$ cat src/rtl/fb_pkg.sv
// Shared types and constants for the frame-buffer writer and its pixel FIFO.
package fb_pkg;

   typedef enum logic [1:0] {
      IDLE  = 2'd0,
      CLEAR = 2'd1,
      RUN   = 2'd2
   } fb_state_t;

   typedef struct packed {
      logic [16:0] addr;
      logic [11:0] data;
   } fb_pixel_t;

   localparam logic [11:0] BG_COLOR_DEFAULT = 12'h000;

endpackage

$ cat src/rtl/fb_pixel_fifo.sv
// Show-ahead FIFO of frame-buffer writes; the head entry is visible while not empty.
module fb_pixel_fifo
   import fb_pkg::*;
#(
   parameter int DEPTH = 16,
   localparam int AW = $clog2(DEPTH)
) (
   input  logic          clk_in,
   input  logic          rst_n_in,
   input  logic          flush,
   input  logic          push,
   input  logic          pop,
   input  fb_pixel_t     wr_entry,
   output fb_pixel_t     rd_entry,
   output logic          empty,
   output logic [AW:0]   count
);

   fb_pixel_t       mem [DEPTH];
   logic [AW-1:0]   wr_ptr;
   logic [AW-1:0]   rd_ptr;
   logic            full;
   logic            do_push;
   logic            do_pop;

   assign empty    = (count == '0);
   assign full     = (count == (AW+1)'(DEPTH));
   assign do_pop   = pop && !empty;
   // A pop in the same cycle frees the slot, so a push into a full FIFO still lands.
   assign do_push  = push && (!full || do_pop);
   assign rd_entry = mem[rd_ptr];

   // NOTE: the storage array has no reset; pointers and count alone define what is valid.
   always_ff @(posedge clk_in) begin
      if (do_push && !flush) begin
         mem[wr_ptr] <= wr_entry;
      end
   end

   always_ff @(posedge clk_in or negedge rst_n_in) begin
      if (!rst_n_in) begin
         wr_ptr <= '0;
         rd_ptr <= '0;
         count  <= '0;
      end else if (flush) begin
         wr_ptr <= '0;
         rd_ptr <= '0;
         count  <= '0;
      end else begin
         if (do_push) wr_ptr <= wr_ptr + 1'b1;
         if (do_pop)  rd_ptr <= rd_ptr + 1'b1;
         case ({do_push, do_pop})
            2'b10:   count <= count + 1'b1;
            2'b01:   count <= count - 1'b1;
            default: count <= count;
         endcase
      end
   end

endmodule

$ cat src/rtl/framebuffer_writer.sv
// Decimates the shaded pixel stream into frame-buffer writes, clearing the buffer at each frame start.
module framebuffer_writer
   import fb_pkg::*;
#(
   parameter int          FB_W       = 320,
   parameter int          FB_H       = 180,
   parameter int          SHIFT      = 2,
   parameter int          FIFO_DEPTH = 16,
   parameter logic [11:0] BG_COLOR   = BG_COLOR_DEFAULT
) (
   input  logic          clk_in,
   input  logic          rst_n_in,
   input  logic          frame_start_in,
   input  logic [10:0]   x_in,
   input  logic [9:0]    y_in,
   input  logic          block_visible_in,
   input  logic [3:0]    r_in,
   input  logic [3:0]    g_in,
   input  logic [3:0]    b_in,
   input  logic          rgb_valid_in,
   output logic [16:0]   fb_addr_out,
   output logic [11:0]   fb_data_out,
   output logic          fb_we_out,
   input  logic          fb_ready_in,
   output logic          frame_done_out,
   output logic [15:0]   overflow_count_out,
   output logic          busy_out
);

   localparam int          AW        = $clog2(FIFO_DEPTH);
   localparam logic [16:0] LAST_ADDR = 17'(FB_W * FB_H - 1);

   fb_state_t     state;
   logic [16:0]   clr_cnt;

   logic [10:0]   x_dec;
   logic [9:0]    y_dec;
   logic          keep;
   logic          s1_valid;
   logic [10:0]   s1_x;
   logic [9:0]    s1_y;
   logic [11:0]   s1_data;
   logic          s2_valid;
   fb_pixel_t     s2_px;

   fb_pixel_t     head;
   logic          fifo_empty;
   logic [AW:0]   fifo_count;
   logic [AW+1:0] occupancy;
   logic          port_pixel;
   logic          pixel_accept;
   logic          port_free;
   logic          live;
   logic          has_room;
   logic          fifo_push;
   logic          fifo_pop;
   logic          drop;

   assign x_dec = x_in >> SHIFT;
   assign y_dec = y_in >> SHIFT;
   assign keep  = rgb_valid_in && (x_in[SHIFT-1:0] == '0) && (y_in[SHIFT-1:0] == '0)
                  && (x_dec < 11'(FB_W)) && (y_dec < 10'(FB_H));

   // NOTE: pipeline registers use non-blocking assignments so every stage samples pre-edge values.
   always_ff @(posedge clk_in or negedge rst_n_in) begin
      if (!rst_n_in) begin
         s1_valid <= 1'b0;
         s1_x     <= '0;
         s1_y     <= '0;
         s1_data  <= '0;
         s2_valid <= 1'b0;
         s2_px    <= '0;
      end else begin
         s1_valid     <= keep;
         s1_x         <= x_dec;
         s1_y         <= y_dec;
         s1_data      <= block_visible_in ? {r_in, g_in, b_in} : BG_COLOR;
         s2_valid     <= s1_valid;
         s2_px.addr   <= 17'(s1_y) * 17'(FB_W) + 17'(s1_x);
         s2_px.data   <= s1_data;
      end
   end

   // The entry sitting in the write port still owns its FIFO slot until it is accepted.
   assign port_pixel   = fb_we_out && (state == RUN);
   assign pixel_accept = port_pixel && fb_ready_in;
   assign occupancy    = {1'b0, fifo_count} + {{(AW+1){1'b0}}, port_pixel};
   assign has_room     = (occupancy < (AW+2)'(FIFO_DEPTH)) || pixel_accept;
   assign live         = s2_valid && (state != IDLE) && !frame_start_in;
   assign fifo_push    = live && has_room;
   assign drop         = live && !has_room;
   assign port_free    = !fb_we_out || fb_ready_in;
   assign fifo_pop     = (state == RUN) && !frame_start_in && port_free && !fifo_empty;

   fb_pixel_fifo #(.DEPTH(FIFO_DEPTH)) u_fifo (
      .clk_in   (clk_in),
      .rst_n_in (rst_n_in),
      .flush    (frame_start_in),
      .push     (fifo_push),
      .pop      (fifo_pop),
      .wr_entry (s2_px),
      .rd_entry (head),
      .empty    (fifo_empty),
      .count    (fifo_count)
   );

   always_ff @(posedge clk_in or negedge rst_n_in) begin
      if (!rst_n_in) begin
         state              <= IDLE;
         clr_cnt            <= '0;
         fb_we_out          <= 1'b0;
         fb_addr_out        <= '0;
         fb_data_out        <= '0;
         frame_done_out     <= 1'b0;
         overflow_count_out <= '0;
         busy_out           <= 1'b0;
      end else begin
         frame_done_out <= pixel_accept && (fb_addr_out == LAST_ADDR) && !frame_start_in;
         if (drop && (overflow_count_out != 16'hFFFF)) begin
            overflow_count_out <= overflow_count_out + 1'b1;
         end

         if (frame_start_in) begin
            state     <= CLEAR;
            clr_cnt   <= '0;
            fb_we_out <= 1'b0;
            busy_out  <= 1'b1;
         end else begin
            case (state)
               CLEAR: begin
                  if (fb_we_out && fb_ready_in && (fb_addr_out == LAST_ADDR)) begin
                     state     <= RUN;
                     fb_we_out <= 1'b0;
                     busy_out  <= 1'b0;
                  end else if (port_free && (clr_cnt <= LAST_ADDR)) begin
                     fb_we_out   <= 1'b1;
                     fb_addr_out <= clr_cnt;
                     fb_data_out <= BG_COLOR;
                     clr_cnt     <= clr_cnt + 1'b1;
                  end
               end
               RUN: begin
                  if (port_free) begin
                     fb_we_out <= !fifo_empty;
                     if (!fifo_empty) begin
                        fb_addr_out <= head.addr;
                        fb_data_out <= head.data;
                     end
                  end
               end
               default: begin
                  fb_we_out <= 1'b0;
               end
            endcase
         end
      end
   end

endmodule

$ cat config.mk
export PLATFORM = sky130hd
export DESIGN_NAME = framebuffer_writer
export DESIGN_NICKNAME = d
export VERILOG_FILES = /design/src/rtl/fb_pkg.sv /design/src/rtl/fb_pixel_fifo.sv /design/src/rtl/framebuffer_writer.sv
export SDC_FILE = /design/constraint.sdc
export NUM_CORES = 1
export LEC_CHECK = 0
export CAP_MARGIN = 20
export CORE_MARGIN = 1.5
export CORE_UTILIZATION = 45
export CTS_BUF_LIST = sky130_fd_sc_hd__clkbuf_4
export CTS_CLUSTER_SIZE = 10
export DETAILED_ROUTE_END_ITERATION = 7
export GPL_ROUTABILITY_DRIVEN = 0
export SLEW_MARGIN = 10
export SYNTH_ARGS = -nofsm -noshare
export SYNTH_HDL_FRONTEND = slang
export SYNTH_SLANG_ARGS = --single-unit
export TNS_END_PERCENT = 100
$ cat constraint.sdc
create_clock -name clk_in -period 6.64 [get_ports clk_in]
set_clock_uncertainty 0.05 [all_clocks]
set_input_delay 1.66 -clock clk_in [delete_from_list [all_inputs] [get_ports clk_in]]
set_output_delay 1.66 -clock clk_in [all_outputs]
set_load 0.005 [all_outputs]
# Word-level counts from Yosys, hierarchy flattened
# Memory sizes are Yosys's and may differ from the RTL's.
# Cells that the tools add are included.
[classes]
n_mul = 1
muxes = 34
n_eq_ne = 14
bitwise = 1
n_reduce_logical = 45
n_lt_le_gt_ge = 4
shift = 0
add_sub_neg = 8
div_mod_pow = 0
[ops]
columns = ["op", "count"]
rows = [
  ["two-way mux 17 bit", 8],
  ["two-way mux 12 bit", 5],
  ["one-hot mux 17 bit (2 select lines)", 1],
  ["one-hot mux 12 bit (2 select lines)", 1],
  ["logical AND 1 bit", 22],
  ["adder 17 x 1 -> 17 bit, second input constant", 1],
  ["adder 17 x 9 -> 17 bit", 1],
  ["== test 17 x 16 -> 1 bit, second input constant", 1],
  ["less-or-equal comparator 17 x 16 -> 1 bit, second input constant", 1],
  ["adder 16 x 1 -> 16 bit, second input constant", 1],
  ["two-way mux 4 bit", 4],
  ["!= test 16 bit, second input constant", 1],
  ["nonzero test 2 bit", 7],
  ["multiplier 8 x 3 -> 11 bit, second input constant", 1],
  ["!= test 2 bit, second input constant", 5],
  ["one-hot mux 5 bit (2 select lines)", 1],
  ["less-than comparator 9 bit, second input constant", 1],
  ["two-way mux 1 bit", 9],
  ["adder 4 x 1 -> 4 bit, second input constant", 2],
  ["less-than comparator 8 bit, second input constant", 1],
  ["adder 5 x 1 -> 6 bit", 1],
  ["less-than comparator 6 x 5 -> 1 bit, second input constant", 1],
  ["two-way mux 2 bit", 3],
  ["AND reduction 6 bit", 1],
  ["other kinds (17)", 27],
]
[totals]
rom_bits = 0
mem_count = 1
ff_bits = 140
latch_bits = 0
output_inout_bits = 48
ram_bits = 464
[mem_list]
columns = ["memory", "depth", "width", "rd", "rd_ports_with_merged_regs", "wr", "line", "rtl"]
rows = [
  ["u_fifo.mem", 16, 29, 1, 0, 1, "fb_pixel_fifo.sv:19", "fb_pixel_t mem [DEPTH];"],
]

# Logic depth before layout (Yosys ltp)
[logic_depth]
depth_word = 10
ltp_mapped = 14
depth_no_buf = 12

# Modules after synthesis
# From an unflattened synthesis, not the netlist that was laid out.
[hier_totals]
hier_cells = 1213
area_unflattened_um2 = 23946.7
[modules_own_cells]
columns = ["mod", "area_each_um2", "cells_each", "seq_area_each_um2", "n_inst"]
rows = [
  ["fb_pixel_fifo", 18377.6, 755, 14258.7, 1],
  ["framebuffer_writer", 5569.1, 458, 3153.0, 1],
]

# Worst setup path after synthesis
# Ideal clock, no wire load.
[synth_path]
path_kind = "input port to flip-flop"
start = "input frame_start_in"
end = "register u_fifo.count[4]"
cell_stages = 10
t_arrival_ns = 3.897
path_slack_ns = 2.561
setup_time_ns = 0.133
path_cell_list = "nor3b_1 > a21boi_1 > clkbuf_1 > nor2b_1 > fa_1 > a21o_1 > a21oi_1 > nand2_1 > mux2i_1 > o211ai_1"
[synth_between]
elab_chain_cells = 10
word_cells_on_any_way = 14
classes_between = "eq/ne (2); mux (2); reduce/logical (10)"
[synth_rtl]
columns = ["item", "line", "rtl"]
rows = [
  ["start: declaration", "framebuffer_writer.sv:13", "input logic frame_start_in,"],
  ["logical NOT 1 bit", "framebuffer_writer.sv:89, framebuffer_writer.sv:93", ""],
  ["logical AND 1 bit (3 in series)", "framebuffer_writer.sv:93", "assign fifo_pop = (state == RUN) && !frame_start_in && port_free && !fifo_empty;"],
  ["logical AND 1 bit", "fb_pixel_fifo.sv:28", "assign do_pop = pop && !empty;"],
  ["logical OR 1 bit", "fb_pixel_fifo.sv:30", "assign do_push = push && (!full || do_pop);"],
  ["logical AND 1 bit", "fb_pixel_fifo.sv:30", ""],
  ["== test 2 x 1 -> 1 bit / == test 2 bit (equally long branches)", "fb_pixel_fifo.sv:52", "case ({do_push, do_pop})"],
  ["one-hot mux 5 bit (2 select lines)", "fb_pixel_fifo.sv:52", ""],
  ["two-way mux 5 bit", "fb_pixel_fifo.sv:45", "end else if (flush) begin"],
  ["end signal: assignment", "fb_pixel_fifo.sv:53", "2'b10: count <= count + 1'b1;"],
  ["end signal: assignment", "fb_pixel_fifo.sv:54", "2'b01: count <= count - 1'b1;"],
  ["end signal: assignment", "fb_pixel_fifo.sv:55", "default: count <= count;"],
  ["end: declaration", "fb_pixel_fifo.sv:16", "output logic [AW:0] count"],
]
# Parallel ways exist; a longest one is shown, timed or not.
# A chain may end at the register's enable or synchronous reset.

# Worst setup path in the final report
[layout_path]
start = "input frame_start_in"
end = "memory u_fifo.mem[1][27] in the netlist's numbering, enable pin"
[layout_between]
elab_chain_cells = 10
word_cells_on_any_way = 12
classes_between = "mux (2); reduce/logical (10)"
[layout_rtl]
columns = ["item", "line", "rtl"]
rows = [
  ["logical NOT 1 bit *", "fb_pixel_fifo.sv:35, framebuffer_writer.sv:89, framebuffer_writer.sv:93", ""],
  ["logical AND 1 bit (3 in series)", "framebuffer_writer.sv:93", ""],
  ["logical AND 1 bit", "fb_pixel_fifo.sv:28", ""],
  ["logical OR 1 bit", "fb_pixel_fifo.sv:30", ""],
  ["logical AND 1 bit", "fb_pixel_fifo.sv:30", ""],
  ["logical AND 1 bit *", "fb_pixel_fifo.sv:35", "if (do_push && !flush) begin"],
  ["two-way mux 1 bit *", "fb_pixel_fifo.sv:35", ""],
  ["two-way mux 1 bit (implied by the code) *", "fb_pixel_fifo.sv:36", "mem[wr_ptr] <= wr_entry;"],
  ["end: declaration", "fb_pixel_fifo.sv:19", ""],
]
# Every way passes the cells marked *; elsewhere a longest branch is shown, timed or not.

==> impl_metrics.ini <==
[status]
status = finished with violations
violations = DRC

[worst_setup_path]
r2r_slack_ns = 3.29
arrival_ns = 4.47
critPathMaxFanout = 29
cp_data_required_time_ns = 7.12
reg2regPathDepth = 5
end_kind = register
r2r_start = u_fifo.rd_ptr[0]$_DFFE_PN0P_
worstSetupPathType = primary input to register
rr_endpoint = fb_addr_out[0]$_DFFE_PN0P_
start_kind = primary input

[synthesis]
synth_cell_type_count = 66
synth_most_common_cell = edfxtp_1
ys_ff_latch = 603
ys_seq_area_frac = 0.723
synth_cells = 1286
yosys_warnings = 0
async_reset_ff_frac = 0.231
synthTopCellsByArea = edfxtp_1 (58%), dfrtp_1 (14%), mux4_2 (11%)
synthTopCellsByCount = edfxtp_1 (464), dfrtp_1 (139), mux4_2 (116)
synth_edf_count = 464
synth_top_area_cell = edfxtp_1
syn-num-nets = 1356
synth_area_sq_um = 24100
syn_avg_cell_area_sq_um = 18.7
synth_top_flop_cell = edfxtp_1
synth_top_area_frac = 0.579

[pwr]
max-vdd-ir-drop_v = 0.000137
power_leakage_uw = 0.00934
p_per_area_nw_per_um2 = 273

[clock_network]
cts_resized = 0
numCtsBuffers = 157
cts-hold-fix-buffers = 0
clock_sinks = 603
root_buffer = clkbuf_4
cts_setup_buffers = 0
cts_buffer_depth = 3
clock_latency_ns = 0.95
cts_tree = done
cts.clk_slew.worst_paths_ns = 0.06
h-tree-depth = 4

[min_path]
hold_depth = 0
holdCritStartpoint = s1_data[9]$_DFF_PN0_
hold_path.class = register to register
hold_end = s2_px[9]$_DFF_PN0_

[global_route]
antenna_found_initial = 1
gr-total-overflow = 0
grt_pass1_vias = 13100
grt_max_degree = 86
grt_pass1_wl_microns = 78600
grt_usage = 0.198

[routing]
dr.pass1.iters = 8
wl_per_cell_microns = 22.6
dr_total_vias = 12600
drtAntennaViolNets = 0
drtIter0Drc = 1044
viasPerCell = 5.51
wirelength_microns = 51500
drc_errors = 3

[sta]
final-setup-viol-count = 0
fin_crit_ns = 4.00
finalCritPeriodShare = 0.602
max_freq_mhz = 250
rsz0062_at_grt = no
worst-slew-pin-transition_ns = 0.978
max_slew_margin = 0.348
setup_tns_ns = 0
finalMaxSlewViolations = 0
finalHoldViolCount = 0

[cells_and_area]
area_delta_synth_final_pct = 14.5
fillers = 4342
multi_input_area_sq_um = 6280
fin_nets = 1552
final_util = 0.523
drive_gt1_frac = 0.282
regArea_sq_um = 17400

[die]
die-area_sq_um = 54900
core_sq_um = 52800
die_w_microns = 234
rows = 84
die_y_microns = 234
pin_count = 87
initial_core_util = 0.456

[placed_design]
io_buffers = 86
dp_hpwl_microns = 30100

[job]
maxCapViolations = 0
[sequential cells by signal, summed over array words and instances (netlist names)]
signal and count:
clr_cnt 17, fb_addr_out 17, fb_data_out 12, fb_we_out 1, frame_done_out 1, overflow_count_out 16
s1_data 12, s1_valid 1, s1_x 9, s1_y 8, s2_px 29, s2_valid 1
state 2, u_fifo.count 5, u_fifo.mem 464, u_fifo.rd_ptr 4, u_fifo.wr_ptr 4
[report_power, final]
group          leakage [uW]  total, uW  internal [uW]  switching, uW
combinational       0.00231        162           77.1           85.1
clock               0.00117       3080           1630           1450
sequential          0.00586       4300           4170            126
[through the flow]
stage | setup WS [ns] | area, sq um | instances | hold WS (ns) | power [uW]
2_1_floorplan | 2.56 | 24100 | 1286 | 0.281 | 4410
3_3_place_gp | 1.83 | 25600 | 2011 | 0.282 | 4530
3_5_place_dp | 1.72 | 25600 | 2011 | 0.285 | 4540
4_1_cts | 2.77 | 27600 | 2280 | 0.282 | 7650
5_1_grt | 2.51 | 27600 | 2281 | 0.291 | 7880
6_report | 2.64 | 27600 | 2281 | 0.280 | 7540
[layout by cell type (no fill, tap or decap), drive strengths merged, types with 6 or more instances in the layout]
cell type,Yosys,routed
mux2i,46,46
nor4,6,6
nand2,33,33
nor2,45,45
nor3,15,15
nand4,14,14
o21ai,11,11
clkbuf,35,239
o22ai,18,18
xnor2,16,16
a221oi,17,17
or4,10,10
dfrtp,139,139
a21oi,20,20
o21a,6,6
o31ai,9,9
edfxtp,464,464
clkdlybuf4s50,0,85
nand3,16,16
nor2b,11,11
and4,7,7
and2,24,24
xor2,13,13
inv,28,36
ha,28,28
clkinv,0,20
mux4,116,116
o211ai,14,14
buf,28,15
and3,14,14
mux2,39,39
[final cells by class]
cell class	instances	share of cell area
sequential	603	0.632
tap	688	0.0312
timing repair buffer	100	0.0355
clock buffer	239	0.0651
multi-input combinational	592	0.228
inverter	28	0.00381
clock inverter	30	0.00476
antenna	1	0.0000907
[cell families after synthesis]
logic type | count (synthesis) | share of synthesized area
flip-flops | 603 | 0.723
AND/OR/NAND/NOR | 215 | 0.0501
XOR/XNOR | 29 | 0.0105
adder cells (fa/ha/maj) | 31 | 0.0170
AO/OA/AOI/OAI | 116 | 0.0355
buffers and inverters | 91 | 0.0170
multiplexers | 201 | 0.147
[worst max-delay path by stage]
stage | cells past startpoint | slack [ns] | end | start
global placement | 6 | 1.83 | u_fifo.mem[1][5]$_DFFE_PP_ | frame_start_in
global route | 6 | 2.51 | u_fifo.mem[3][27]$_DFFE_PP_ | frame_start_in
CTS | 1 | 2.77 | fb_addr_out[13] | fb_addr_out[13]$_DFFE_PN0P_
detailed placement | 6 | 1.72 | u_fifo.mem[0][5]$_DFFE_PP_ | frame_start_in
floorplan | 10 | 2.56 | u_fifo.count[4]$_DFFE_PN0P_ | frame_start_in
finish | 6 | 2.64 | u_fifo.mem[1][27]$_DFFE_PP_ | frame_start_in
[critical path, stage by stage]
cell	delay [ns]
clkdlybuf4s50_1	0.77
nor3b_1	0.43
a21boi_1	0.20
buf_4	0.24
nor3b_1	0.34
and2_2	0.80
[routing by layer]
metal | track usage | up-vias | share of wire
li1 | - | 5651 | -
met1 | 0.264 | 6533 | 0.44
met2 | 0.309 | 312 | 0.48
met3 | 0.0544 | 70 | 0.054
met4 | 0.0804 | 0 | 0.022
met5 | 0 | - | 0
Note: power is estimated with default switching activity, not from simulation.
